### config.mk
export PLATFORM = sky130hd
export DESIGN_NAME = cfg_chain_loader
export DESIGN_NICKNAME = d
export VERILOG_FILES = /design/src/rtl/cfg_pkg.sv /design/src/rtl/cfg_serdes.sv /design/src/rtl/cfg_chain_loader.sv
export SDC_FILE = /design/constraint.sdc
export NUM_CORES = 1
export LEC_CHECK = 0
export BUFFER_PORTS_ARGS = -buffer_cell sky130_fd_sc_hd__buf_2
export CAP_MARGIN = 20
export CORE_MARGIN = 2
export CORE_UTILIZATION = 60
export DETAILED_ROUTE_END_ITERATION = 16
export HOLD_SLACK_MARGIN = 0.03
export PLACE_DENSITY_LB_ADDON = 0.25
export SYNTH_ARGS = -nofsm -noshare
export SYNTH_HDL_FRONTEND = slang
export SYNTH_SLANG_ARGS = --single-unit
### constraint.sdc
create_clock -name prog_clk -period 3.4 [get_ports prog_clk]
set_input_delay 1.02 -clock prog_clk [delete_from_list [all_inputs] [get_ports prog_clk]]
set_output_delay 1.02 -clock prog_clk [all_outputs]
set_load 0.05 [all_outputs]
### src/rtl/cfg_pkg.sv
`timescale 1ns/1ps
// Shared configuration-chain types and default chain geometry (also used by the io_bank top).
package cfg_pkg;

    localparam int unsigned CHAIN_LEN_DEF = 64;
    localparam int unsigned WORD_W_DEF    = 8;

    typedef enum logic [1:0] {
        IDLE  = 2'd0,
        LOAD  = 2'd1,
        SHIFT = 2'd2,
        DONE  = 2'd3
    } cfg_state_e;

endpackage

### src/rtl/cfg_serdes.sv
`timescale 1ns/1ps
// Word serialiser / readback deserialiser for the configuration chain.
// Holds the outgoing shift register, the captured tail bits and the in-word bit index.
module cfg_serdes #(
    parameter int unsigned WORD_W = 8,
    parameter int unsigned NB_W   = $clog2(WORD_W + 1)
) (
    input  logic              clk,
    input  logic              rst_n,
    input  logic              load,
    input  logic              shift,
    input  logic              clear,
    input  logic [WORD_W-1:0] load_data,
    input  logic [NB_W-1:0]   load_nbits,
    input  logic              ret_in,
    output logic              bit_out,
    output logic              last_c,
    output logic [WORD_W-1:0] rb_data,
    output logic              rb_valid
);

    localparam int unsigned IDX_W = (WORD_W > 1) ? $clog2(WORD_W) : 1;

    logic [WORD_W-1:0] shreg;
    logic [WORD_W-1:0] rbreg;
    logic [WORD_W-1:0] sh_nxt_c;
    logic [WORD_W-1:0] rb_nxt_c;
    logic [IDX_W-1:0]  idx;
    logic [NB_W-1:0]   nbits;

    // Next shift/capture values; the tail bit lands at the current in-word index.
    always_comb begin
        sh_nxt_c      = shreg >> 1;
        rb_nxt_c      = rbreg;
        rb_nxt_c[idx] = ret_in;
        last_c        = (32'(idx) + 32'd1) == 32'(nbits);
    end

    // bit_out is registered so chain_data never depends combinationally on inputs.
    always_ff @(posedge clk or negedge rst_n) begin
        if (!rst_n) begin
            shreg    <= '0;
            rbreg    <= '0;
            idx      <= '0;
            nbits    <= '0;
            bit_out  <= 1'b0;
            rb_data  <= '0;
            rb_valid <= 1'b0;
        end else begin
            rb_valid <= 1'b0;
            if (clear) begin
                bit_out <= 1'b0;
                idx     <= '0;
            end else if (load) begin
                shreg   <= load_data;
                rbreg   <= '0;
                nbits   <= load_nbits;
                idx     <= '0;
                bit_out <= load_data[0];
            end else if (shift) begin
                shreg   <= sh_nxt_c;
                rbreg   <= rb_nxt_c;
                idx     <= idx + IDX_W'(1);
                bit_out <= last_c ? 1'b0 : sh_nxt_c[0];
                if (last_c) begin
                    rb_data  <= rb_nxt_c;
                    rb_valid <= 1'b1;
                end
            end
        end
    end

endmodule

### src/rtl/cfg_chain_loader.sv
`timescale 1ns/1ps
// Configuration chain loader: streams host words LSB-first into the fabric chain
// for exactly CHAIN_LEN bits and returns the displaced tail bits as readback words.
module cfg_chain_loader
    import cfg_pkg::*;
#(
    parameter int unsigned CHAIN_LEN = CHAIN_LEN_DEF,
    parameter int unsigned WORD_W    = WORD_W_DEF
) (
    input  logic              prog_clk,
    input  logic              rst_n,
    input  logic              start,
    input  logic              abort,
    input  logic [WORD_W-1:0] cfg_data,
    input  logic              cfg_valid,
    output logic              cfg_ready,
    output logic [WORD_W-1:0] rb_data,
    output logic              rb_valid,
    output logic              busy,
    output logic              done,
    output logic              chain_en,
    output logic              chain_data,
    input  logic              chain_ret
);

    localparam int unsigned CNT_W = $clog2(CHAIN_LEN + 1);
    localparam int unsigned NB_W  = $clog2(WORD_W + 1);

    cfg_state_e       state;
    cfg_state_e       state_n;
    logic [CNT_W-1:0] bitcnt;
    logic [CNT_W-1:0] remain_c;
    logic [NB_W-1:0]  nbits_c;
    logic             load_c;
    logic             shift_c;
    logic             cnt_clr_c;
    logic             cnt_inc_c;
    logic             last_c;

    // Bits in the next word: a full word, or whatever is left of the chain.
    always_comb begin
        remain_c = CNT_W'(CHAIN_LEN) - bitcnt;
        nbits_c  = (32'(remain_c) < WORD_W) ? NB_W'(remain_c) : NB_W'(WORD_W);
    end

    // Next-state and strobe decode; abort overrides everything.
    always_comb begin
        state_n   = state;
        load_c    = 1'b0;
        shift_c   = 1'b0;
        cnt_clr_c = 1'b0;
        cnt_inc_c = 1'b0;
        case (state)
            IDLE: begin
                if (start) begin
                    state_n   = LOAD;
                    cnt_clr_c = 1'b1;
                end
            end
            LOAD: begin
                if (cfg_valid && cfg_ready) begin
                    load_c  = 1'b1;
                    state_n = SHIFT;
                end
            end
            SHIFT: begin
                shift_c   = 1'b1;
                cnt_inc_c = 1'b1;
                if (last_c) begin
                    state_n = ((32'(bitcnt) + 32'd1) == CHAIN_LEN) ? DONE : LOAD;
                end
            end
            DONE: begin
                state_n = IDLE;
            end
            default: begin
                state_n = IDLE;
            end
        endcase
        if (abort) begin
            state_n   = IDLE;
            load_c    = 1'b0;
            shift_c   = 1'b0;
            cnt_inc_c = 1'b0;
            cnt_clr_c = 1'b1;
        end
    end

    // State register; status outputs are registered decodes of the next state.
    always_ff @(posedge prog_clk or negedge rst_n) begin
        if (!rst_n) begin
            state     <= IDLE;
            bitcnt    <= '0;
            cfg_ready <= 1'b0;
            busy      <= 1'b0;
            done      <= 1'b0;
            chain_en  <= 1'b0;
        end else begin
            state     <= state_n;
            cfg_ready <= (state_n == LOAD);
            busy      <= (state_n != IDLE);
            done      <= (state_n == DONE);
            chain_en  <= (state_n == SHIFT);
            if (cnt_clr_c) begin
                bitcnt <= '0;
            end else if (cnt_inc_c) begin
                bitcnt <= bitcnt + CNT_W'(1);
            end
        end
    end

    cfg_serdes #(
        .WORD_W (WORD_W),
        .NB_W   (NB_W)
    ) u_serdes (
        .clk        (prog_clk),
        .rst_n      (rst_n),
        .load       (load_c),
        .shift      (shift_c),
        .clear      (abort),
        .load_data  (cfg_data),
        .load_nbits (nbits_c),
        .ret_in     (chain_ret),
        .bit_out    (chain_data),
        .last_c     (last_c),
        .rb_data    (rb_data),
        .rb_valid   (rb_valid)
    );

endmodule
==> results of run 1 <==
worst min-delay path by stage:
stage          cells past startpoint  slack, ns                             to
2_1_floorplan                      2       0.45  u_serdes.shreg[1]$_DFFE_PN0P_
3_3_place_gp                       2       0.46  u_serdes.shreg[3]$_DFFE_PN0P_
3_5_place_dp                       2       0.46  u_serdes.shreg[6]$_DFFE_PN0P_
4_1_cts                            2       0.49  u_serdes.shreg[2]$_DFFE_PN0P_
5_1_grt                            1       0.51                 busy$_DFF_PN0_
6_report                           2       0.49  u_serdes.shreg[2]$_DFFE_PN0P_
flip-flops by register name, summed over array words and instances (netlist names), 2 cells and up:
register,flops
u_serdes.nbits,4
bitcnt,7
u_serdes.rbreg,8
u_serdes.idx,3
u_serdes.shreg,7
state,2
u_serdes.rb_data,8
cell usage in the layout, fill, tap and decap left out, types with 2 or more instances in the layout:
cell type   n
mux2i_1     9
o41ai_1     3
nand3_1     8
nor2_1     26
nand2b_1    6
ha_1        4
a21oi_1     8
or2_2       2
nor3_1      4
nand3b_1    2
nor2b_1     3
xnor2_1     3
nor3b_1     2
buf_2      27
nand2_1    27
buf_4       2
bufinv_16   2
a22o_1      6
xor2_1      2
o21ai_0    19
dfrtp_1    45
clkbuf_8    5
and3_1      2
a32o_1      2
o31ai_1     2
a22oi_1     6
inv_1       4
stage by stage:
step           cells  power (mW)
2_1_floorplan    227       0.750
3_3_place_gp     291       0.799
3_5_place_dp     291       0.806
4_1_cts          299        1.28
5_1_grt          300        1.33
6_report         300        1.27
worst min-delay path: stages, from the launching register on:
cell	delay, ns
dfrtp_1	0.35
nand2_1	0.05
nand2_1	0.06
cells by family after synthesis:
kind of cell | Yosys count | share of synthesized area [%]
buffers and inverters | 17 | 3.22
AO/OA/AOI/OAI | 56 | 17.2
XOR/XNOR | 5 | 1.98
AND/OR/NAND/NOR | 91 | 20.4
adder cells (fa/ha/maj) | 4 | 2.26
flip-flops | 45 | 50.8
multiplexers | 9 | 4.07
metal layers:
metal | track usage (%) | share of wire (%) | vias up
met5 | 0 | 0 | -
met4 | 9.57 | 2.1 | 0
met3 | 4.86 | 5.0 | 9
met2 | 35.3 | 46 | 54
met1 | 33.4 | 47 | 827
li1 | - | - | 857
power by group:
part           switching [mW]  internal (mW)
sequential             0.0373          0.591
clock                   0.184          0.292
combinational           0.115         0.0540
layout make-up:
class	count	share of cell area [%]
clock buffers	5	2.73
multi-input cells	165	40.3
repair buffers	30	6.75
clock inverters	3	2.58
inverters	4	0.595
well taps	48	2.38
flip-flops and latches	45	44.6
==> results by group, run 1 <==
Critical path
  • R2R setup slack: about 1.1 ns
  • CP Depth: 5
  • CP max stage cell: nor4_4
  • CP top delay family: simple AND/OR/NAND/NOR gates
  • R2R Path End: u_serdes.rb_data[5]$_DFFE_PN0P_
  • Arr. time, crit path: between 2 and 3 ns
  • Crit Path Max Fanout: 29
  • Worst setup path end: u_serdes.rb_data[5]$_DFFE_PN0P_
  • Max stage delay on crit path: about 0.67 ns
  • CP bufs+invs: 1
  • Worst setup SP type: primary input
  • Crit-path cells: buf_2 -> or2_2 -> nor4_4 -> nor2_1 -> a21oi_1
  • Crit Path Category: primary input to register
  • Crit path from: abort
  • Crit path capture type: register
  • Reg2Reg Depth: 6
  • Worst R2R Start: u_serdes.idx[0]$_DFFE_PN0P_
  • Worst EP required: 3.62 ns

Floorplan
  • Die Y: 64.8 µm
  • Die area: 0.00419 mm²
  • Die X: 64.8 µm
  • Cell Rows: 22
  • Starting density of the core: between 60% and 70%
  • Top Ports: 28
  • Core area: 0.00361 mm²

Power and ir drop
  • VDD IR max: just under 300 µV
  • Pleak: approximately 1.2 nW
  • Power Density: 505 mW/mm²

Clock network
  • CTS Buf Count: 5
  • H-tree depth: 2
  • CTS tree: built
  • Hold_buf cts: 0
  • CTS Sinks: 45
  • Post CTS Setup Buffer Count: 0
  • Max Root-Sink Buffers: 2
  • CTS root buf: clkbuf_8
  • Clk Latency, worst-skew pair: around 0.3 ns
  • Post_cts resized: 0
  • Clk slew on worst S/H paths: 0.09 ns

Placement
  • Number of port buffers: 27
  • GPL Wtd Cong: 0.902
  • DP Area: approximately 0.0024 mm²
  • DP HPWL: slightly below 3000 µm
  • Pre-CTS setup slack: 0.695 ns

Final layout
  • Antenna fix cells: 0
  • Syn-to-layout area delta: 13.9%
  • Nets@finish: ~270
  • Fill cells: 280
  • Final core utilization: between 60% and 70%
  • Multi-input gate area: ~0.0010 mm²
  • Share of cells above drive strength 1: between 15 and 20%
  • Cell area after layout: around 0.0025 mm²
  • Reg area: around 0.0011 mm²

Synth
  • Top cells by count, synth: dfrtp_1, nand2_1, nor2_1
  • Syn Area/Cell: 9.76 µm²
  • Yosys cell types: 46
  • Yosys reg bits: 45
  • EDFF count, synth: 0
  • Syn nets: roughly 250
  • Top FF cell, synth: dfrtp_1
  • Top cell type by total area after synthesis: dfrtp_1
  • Cell count after synthesis: 227
  • Async S/R FF share, synth: 100%
  • Synthesis warning total: 0
  • Mapped cell area: 0.00221 mm²
  • Post-synth top area share: between 50% and 60%
  • Dominant cells by area after synthesis: dfrtp_1, nand2_1, nor2_1
  • Top-count cell post-synth: dfrtp_1
  • Seq/Total Area, Yosys: between 50 and 60%

Timing
  • Clk_skew: between 0.006 and 0.007 ns
  • Slew margin rel.: between 40% and 50%
  • Period utilization: between 70% and 80%
  • Final Max Tran Viols: 0
  • RSZ-0062 raised after global routing: false
  • Setup TNS Final: 0 ns
  • Minimum clock period: between 2 and 2.5 ns
  • Worst hold slack: 0.489 ns
  • Maximum clock rate: between 400 and 500 MHz
  • Final setup fails: 0
  • Final Hold Vio Count: 0
  • Slew of the pin with the lowest slew margin: between 0.8 and 0.9 ns
  • Setup ws final: 1.01 ns

Global route
  • First-pass GRT wire length: roughly 7500 µm
  • Largest net degree at the start of global routing: 46
  • Vias in the first global route: ~1,600
  • GR Util All Layers: 23.5%
  • Gr ovfl total: 0
  • Antenna violations before repair: 0

Route
  • WL final: between 4000 and 5000 µm
  • WL per Instance: between 10 and 15 µm
  • DRC violations left: 0
  • Via Count: around 1,700
  • First drt pass iteration count: 4
  • Post-DRT Antenna Nets: 0
  • DRT iter0 DRCs: 182
  • Vias per cell: ~5.8

Hold path
  • Hold path start: u_serdes.shreg[2]$_DFFE_PN0P_
  • Hold WC Path Type: register to register

Flow run
  • Max_cap viols: 0

Outcome
  • Status: finished clean
Power figures use the tool's default switching activity.
==> run 2, diff against run 1 <==
Settings changed: CORE_UTILIZATION 60 to 57.
Clock period 3.4 ns to 2.48 ns, I/O delays scaled along.
==> results by group, run 2 (synthesis results as in run 1) <==
Global route
  • Gr ovfl total: 0
  • GR Util All Layers: about 22%
  • Antenna violations before repair: 0
  • First-pass GRT wire length: 7420 µm
  • Vias in the first global route: roughly 1,700
  • Largest net degree at the start of global routing: 46

Route
  • Vias per cell: 5.65
  • First drt pass iteration count: 4
  • Via Count: 1,706
  • WL final: about 4200 µm
  • Post-DRT Antenna Nets: 0
  • DRT iter0 DRCs: approximately 170
  • WL per Instance: 13.9 µm
  • DRC violations left: 0

Clock network
  • CTS tree: built
  • H-tree depth: 2
  • Clk slew on worst S/H paths: roughly 0.090 ns
  • Post CTS Setup Buffer Count: 0
  • Max Root-Sink Buffers: 2
  • CTS Sinks: 45
  • Hold_buf cts: 0
  • Post_cts resized: 0
  • Clk Latency, worst-skew pair: 0.29 ns
  • CTS Buf Count: 5
  • CTS root buf: clkbuf_8

Final layout
  • Fill cells: a little over 300
  • Share of cells above drive strength 1: between 10% and 20%
  • Syn-to-layout area delta: 12.5%
  • Reg area: 0.00113 mm²
  • Most frequent cells in the layout: dfrtp_1, nand2_1, buf_2
  • Nets@finish: between 200 and 300
  • Leading cell type in the layout, fill and taps excluded: dfrtp_1
  • Antenna fix cells: 0
  • Cell area after layout: between 0.002 and 0.0025 mm²
  • Final core utilization: 67.6%
  • Multi-input gate area: a little over 0.001 mm²
  • Finished Layout Cells: ~300
  • Top flop regs: u_serdes.rb_data (8), u_serdes.rbreg (8)

Power and ir drop
  • VDD IR max: approximately 430 µV
  • Total power: around 1.6 mW
  • Power Density: about 630 mW/mm²
  • Pleak: approximately 1.2 nW

Timing
  • Slew of the pin with the lowest slew margin: between 0.5 and 0.6 ns
  • Final setup fails: 0
  • Setup ws final: 0.362 ns
  • Slew margin rel.: roughly three fifths
  • Minimum clock period: between 2 and 2.5 ns
  • Clk_skew: about 0.0093 ns
  • Final Hold Vio Count: 0
  • Setup TNS Final: 0 ns
  • Maximum clock rate: roughly 470 MHz
  • Worst hold slack: about 0.48 ns
  • Period utilization: 85.4%
  • Final Max Tran Viols: 0
  • RSZ-0062 raised after global routing: false

Critical path
  • R2R Path End: done$_DFF_PN0_
  • Worst setup SP type: register
  • Worst R2R Start: u_serdes.idx[0]$_DFFE_PN0P_
  • Arr. time, crit path: between 2 and 2.5 ns
  • Crit Path Category: register to register
  • Worst EP required: 2.71 ns
  • R2R setup slack: approximately 0.36 ns
  • Crit path capture type: register
  • Reg2Reg Depth: 6
  • Crit Path Max Fanout: 13

Floorplan
  • Die X: around 66 µm
  • Cell Rows: 22
  • Core area: ~0.0037 mm²
  • Starting density of the core: between 60% and 70%
  • Top Ports: 28
  • Die Y: around 66 µm
  • Die area: 0.00440 mm²

Placement
  • Pre-CTS setup slack: around 0.38 ns
  • Placed insts: slightly below 300
  • DP Area: between 0.002 and 0.0025 mm²
  • DP HPWL: 2860 µm
  • Number of port buffers: 27
  • GPL Wtd Cong: just under 0.9

Flow run
  • Max_cap viols: 0

Hold path
  • Min-Delay Endpoint: u_serdes.shreg[3]$_DFFE_PN0P_
  • Hold WC Path Type: register to register
  • WHS Path Cells: 2
  • Hold path start: u_serdes.shreg[3]$_DFFE_PN0P_

Outcome
  • Status: finished clean
## run 2: cell types whose count changed in the layout (fill, tap and decap cells not counted), sizes merged
cell,change
bufinv,-2
buf,+2
clkbuf,+2
## run 2: routing by layer
layer	wire, µm	vias up	track usage [%]
met5	0	-	0
met4	60	0	10.5
met1	2120	804	31.5
met3	134	7	3.75
met2	1880	32	32.8
li1	-	863	-
## run 2: critical path, stage by stage, from the launching register on
cell	delay, ns
dfrtp_1	0.52
ha_1	0.30
xnor2_1	0.15
a211oi_1	0.47
nor3_1	0.19
o221ai_2	0.27
nor2b_1	0.16
## run 2: how the worst max path moves through the flow
| stage | start | to | slack, ns | depth (start not counted) |
|---|---|---|---|---|
| floorplan | abort | bitcnt[5]$_DFFE_PN0P_ | 0.39 | 7 |
| global placement | abort | u_serdes.rbreg[7]$_DFFE_PN0P_ | 0.43 | 6 |
| detailed placement | u_serdes.idx[0]$_DFFE_PN0P_ | done$_DFF_PN0_ | 0.38 | 6 |
| CTS | u_serdes.idx[0]$_DFFE_PN0P_ | done$_DFF_PN0_ | 0.36 | 6 |
| global route | u_serdes.idx[0]$_DFFE_PN0P_ | done$_DFF_PN0_ | 0.15 | 6 |
| finish | u_serdes.idx[0]$_DFFE_PN0P_ | done$_DFF_PN0_ | 0.36 | 6 |
## run 2: cell type report
type                    count  area share, %
clock buffers               7           3.87
clock inverters             1          0.201
inverters                   4          0.602
multi-input cells         165           40.8
flip-flops and latches     45           45.2
well taps                  48           2.41
repair buffers             32           6.93
## run 2: power by group
part / leakage [nW] / switching (mW) / internal, mW
sequential: 0.600 / 0.0491 / 0.811
clock: 0.0542 / 0.240 / 0.252
combinational: 0.552 / 0.156 / 0.0722
==> run 3, diff against run 2 <==
Settings changed: RECOVER_POWER from default to 25, TNS_END_PERCENT from default to 30.
==> results by group, run 3 (synthesis results as in run 1) <==
Hold path
  • Hold WC Path Type: register to register
  • WHS Path Cells: 2

Critical path
  • Reg2Reg Depth: 6
  • Crit Path Max Fanout: 13
  • CP Depth: 6
  • CP max stage cell: dfrtp_1
  • Max stage delay on crit path: about 0.52 ns
  • Crit Path Category: register to register
  • Crit path capture type: register
  • CP top delay family: compound AO/OA/AOI/OAI gates
  • Crit-path cells: ha_1 -> xnor2_1 -> a211oi_1 -> nor3_1 -> o221ai_2 -> nor2b_1
  • Arr. time, crit path: ~2.4 ns
  • Worst EP required: approximately 2.7 ns
  • CP bufs+invs: 0
  • Worst setup SP type: register

Clock network
  • CTS Buf Count: 5
  • CTS tree: built
  • Max Root-Sink Buffers: 2
  • Hold_buf cts: 0
  • CTS root buf: clkbuf_8
  • Post CTS Setup Buffer Count: 0
  • Post_cts resized: 0
  • Clk slew on worst S/H paths: roughly 0.090 ns
  • CTS Sinks: 45
  • H-tree depth: 2
  • Clk Latency, worst-skew pair: roughly 0.29 ns

Global route
  • Antenna violations before repair: 0
  • GR Util All Layers: around 22%
  • Gr ovfl total: 0
  • First-pass GRT wire length: 7420 µm
  • Vias in the first global route: approximately 1,700
  • Largest net degree at the start of global routing: 46

Floorplan
  • Starting density of the core: about 60%
  • Cell Rows: 22
  • Top Ports: 28
  • Core area: about 0.0037 mm²
  • Die Y: 66.3 µm
  • Die area: ~0.0044 mm²
  • Die X: 66.3 µm

Placement
  • GPL Wtd Cong: about 0.89
  • Placed insts: approximately 290
  • DP HPWL: around 2900 µm
  • DP Area: between 0.002 and 0.0025 mm²
  • Pre-CTS setup slack: 0.379 ns
  • Number of port buffers: 27

Route
  • DRC violations left: 0
  • WL final: around 4200 µm
  • Post-DRT Antenna Nets: 0
  • WL per Instance: 13.9 µm
  • First drt pass iteration count: 4
  • Vias per cell: approximately 5.7
  • DRT iter0 DRCs: 171
  • Via Count: about 1,700

Power and ir drop
  • Power Density: 635 mW/mm²
  • Total power: approximately 1.6 mW
  • VDD IR max: approximately 430 µV
  • Pleak: ~1.2 nW

Final layout
  • Share of cells above drive strength 1: 18.5%
  • Nets@finish: ~270
  • Leading cell type in the layout, fill and taps excluded: dfrtp_1
  • Most frequent cells in the layout: dfrtp_1, nand2_1, buf_2
  • Cell area after layout: around 0.0025 mm²
  • Finished Layout Cells: between 300 and 400
  • Antenna fix cells: 0
  • Final core utilization: 67.5%
  • Top flop regs: u_serdes.rb_data (8), u_serdes.rbreg (8)
  • Syn-to-layout area delta: 12.4%

Timing
  • Setup ws final: 0.362 ns
  • Final setup fails: 0
  • Slew margin rel.: a little over a quarter
  • RSZ-0062 raised after global routing: false
  • Clk_skew: roughly 0.009 ns
  • Final Max Tran Viols: 0
  • Maximum clock rate: between 400 and 500 MHz
  • Slew of the pin with the lowest slew margin: around 1.1 ns
  • Final Hold Vio Count: 0
  • Period utilization: 85.4%
  • Worst hold slack: between 0.4 and 0.5 ns
  • Setup TNS Final: 0 ns
  • Minimum clock period: about 2.1 ns

Flow run
  • Max_cap viols: 0

Outcome
  • Status: finished clean
## run 3: cell types whose count changed in the layout (fill, tap and decap cells not counted), sizes merged
| cell | before | now |
|---|---|---|
| buf | 32 | 31 |
| clkbuf | 7 | 8 |
## run 3: worst register-to-register path, cell delays in order (launching register included)
cell,delay (ns)
dfrtp_1,0.52
ha_1,0.30
xnor2_1,0.15
a211oi_1,0.47
nor3_1,0.19
o221ai_2,0.27
nor2b_1,0.16
## run 3: layout make-up
| cell class | count | area [µm²] |
|---|---|---|
| clock buffer | 7 | 96.3 |
| clock inverter | 1 | 5.00 |
| fill | 308 | 1200 |
| inverter | 4 | 15.0 |
| multi-input combinational | 165 | 1020 |
| sequential | 45 | 1130 |
| tap | 48 | 60.1 |
| timing repair buffer | 32 | 170 |
## run 3: report_power, final
part,switching (mW),internal (mW)
logic,0.156,0.0716
registers,0.0494,0.811
clock network,0.240,0.252
## run 3: worst paths after layout
check                                              startpoint                         endpoint  slack (ns)
worst max register to register    u_serdes.idx[0]$_DFFE_PN0P_                   done$_DFF_PN0_        0.36
worst max-delay path              u_serdes.idx[0]$_DFFE_PN0P_                   done$_DFF_PN0_        0.36
worst min-delay path            u_serdes.shreg[3]$_DFFE_PN0P_    u_serdes.shreg[3]$_DFFE_PN0P_        0.48
max in group asynchronous                               rst_n  u_serdes.rb_data[0]$_DFFE_PN0P_        1.09
min in group asynchronous                               rst_n            bitcnt[6]$_DFFE_PN0P_        0.72
worst min register to register  u_serdes.shreg[3]$_DFFE_PN0P_    u_serdes.shreg[3]$_DFFE_PN0P_        0.48
## run 3: layer usage
metal  GRT usage (%)  wire length, µm  vias to the layer above
li1                -                -                      862
met1            31.5             2100                      806
met2            32.8             1890                       32
met3            3.75              134                        7
met4            10.5               60                        0
met5               0                0                        -
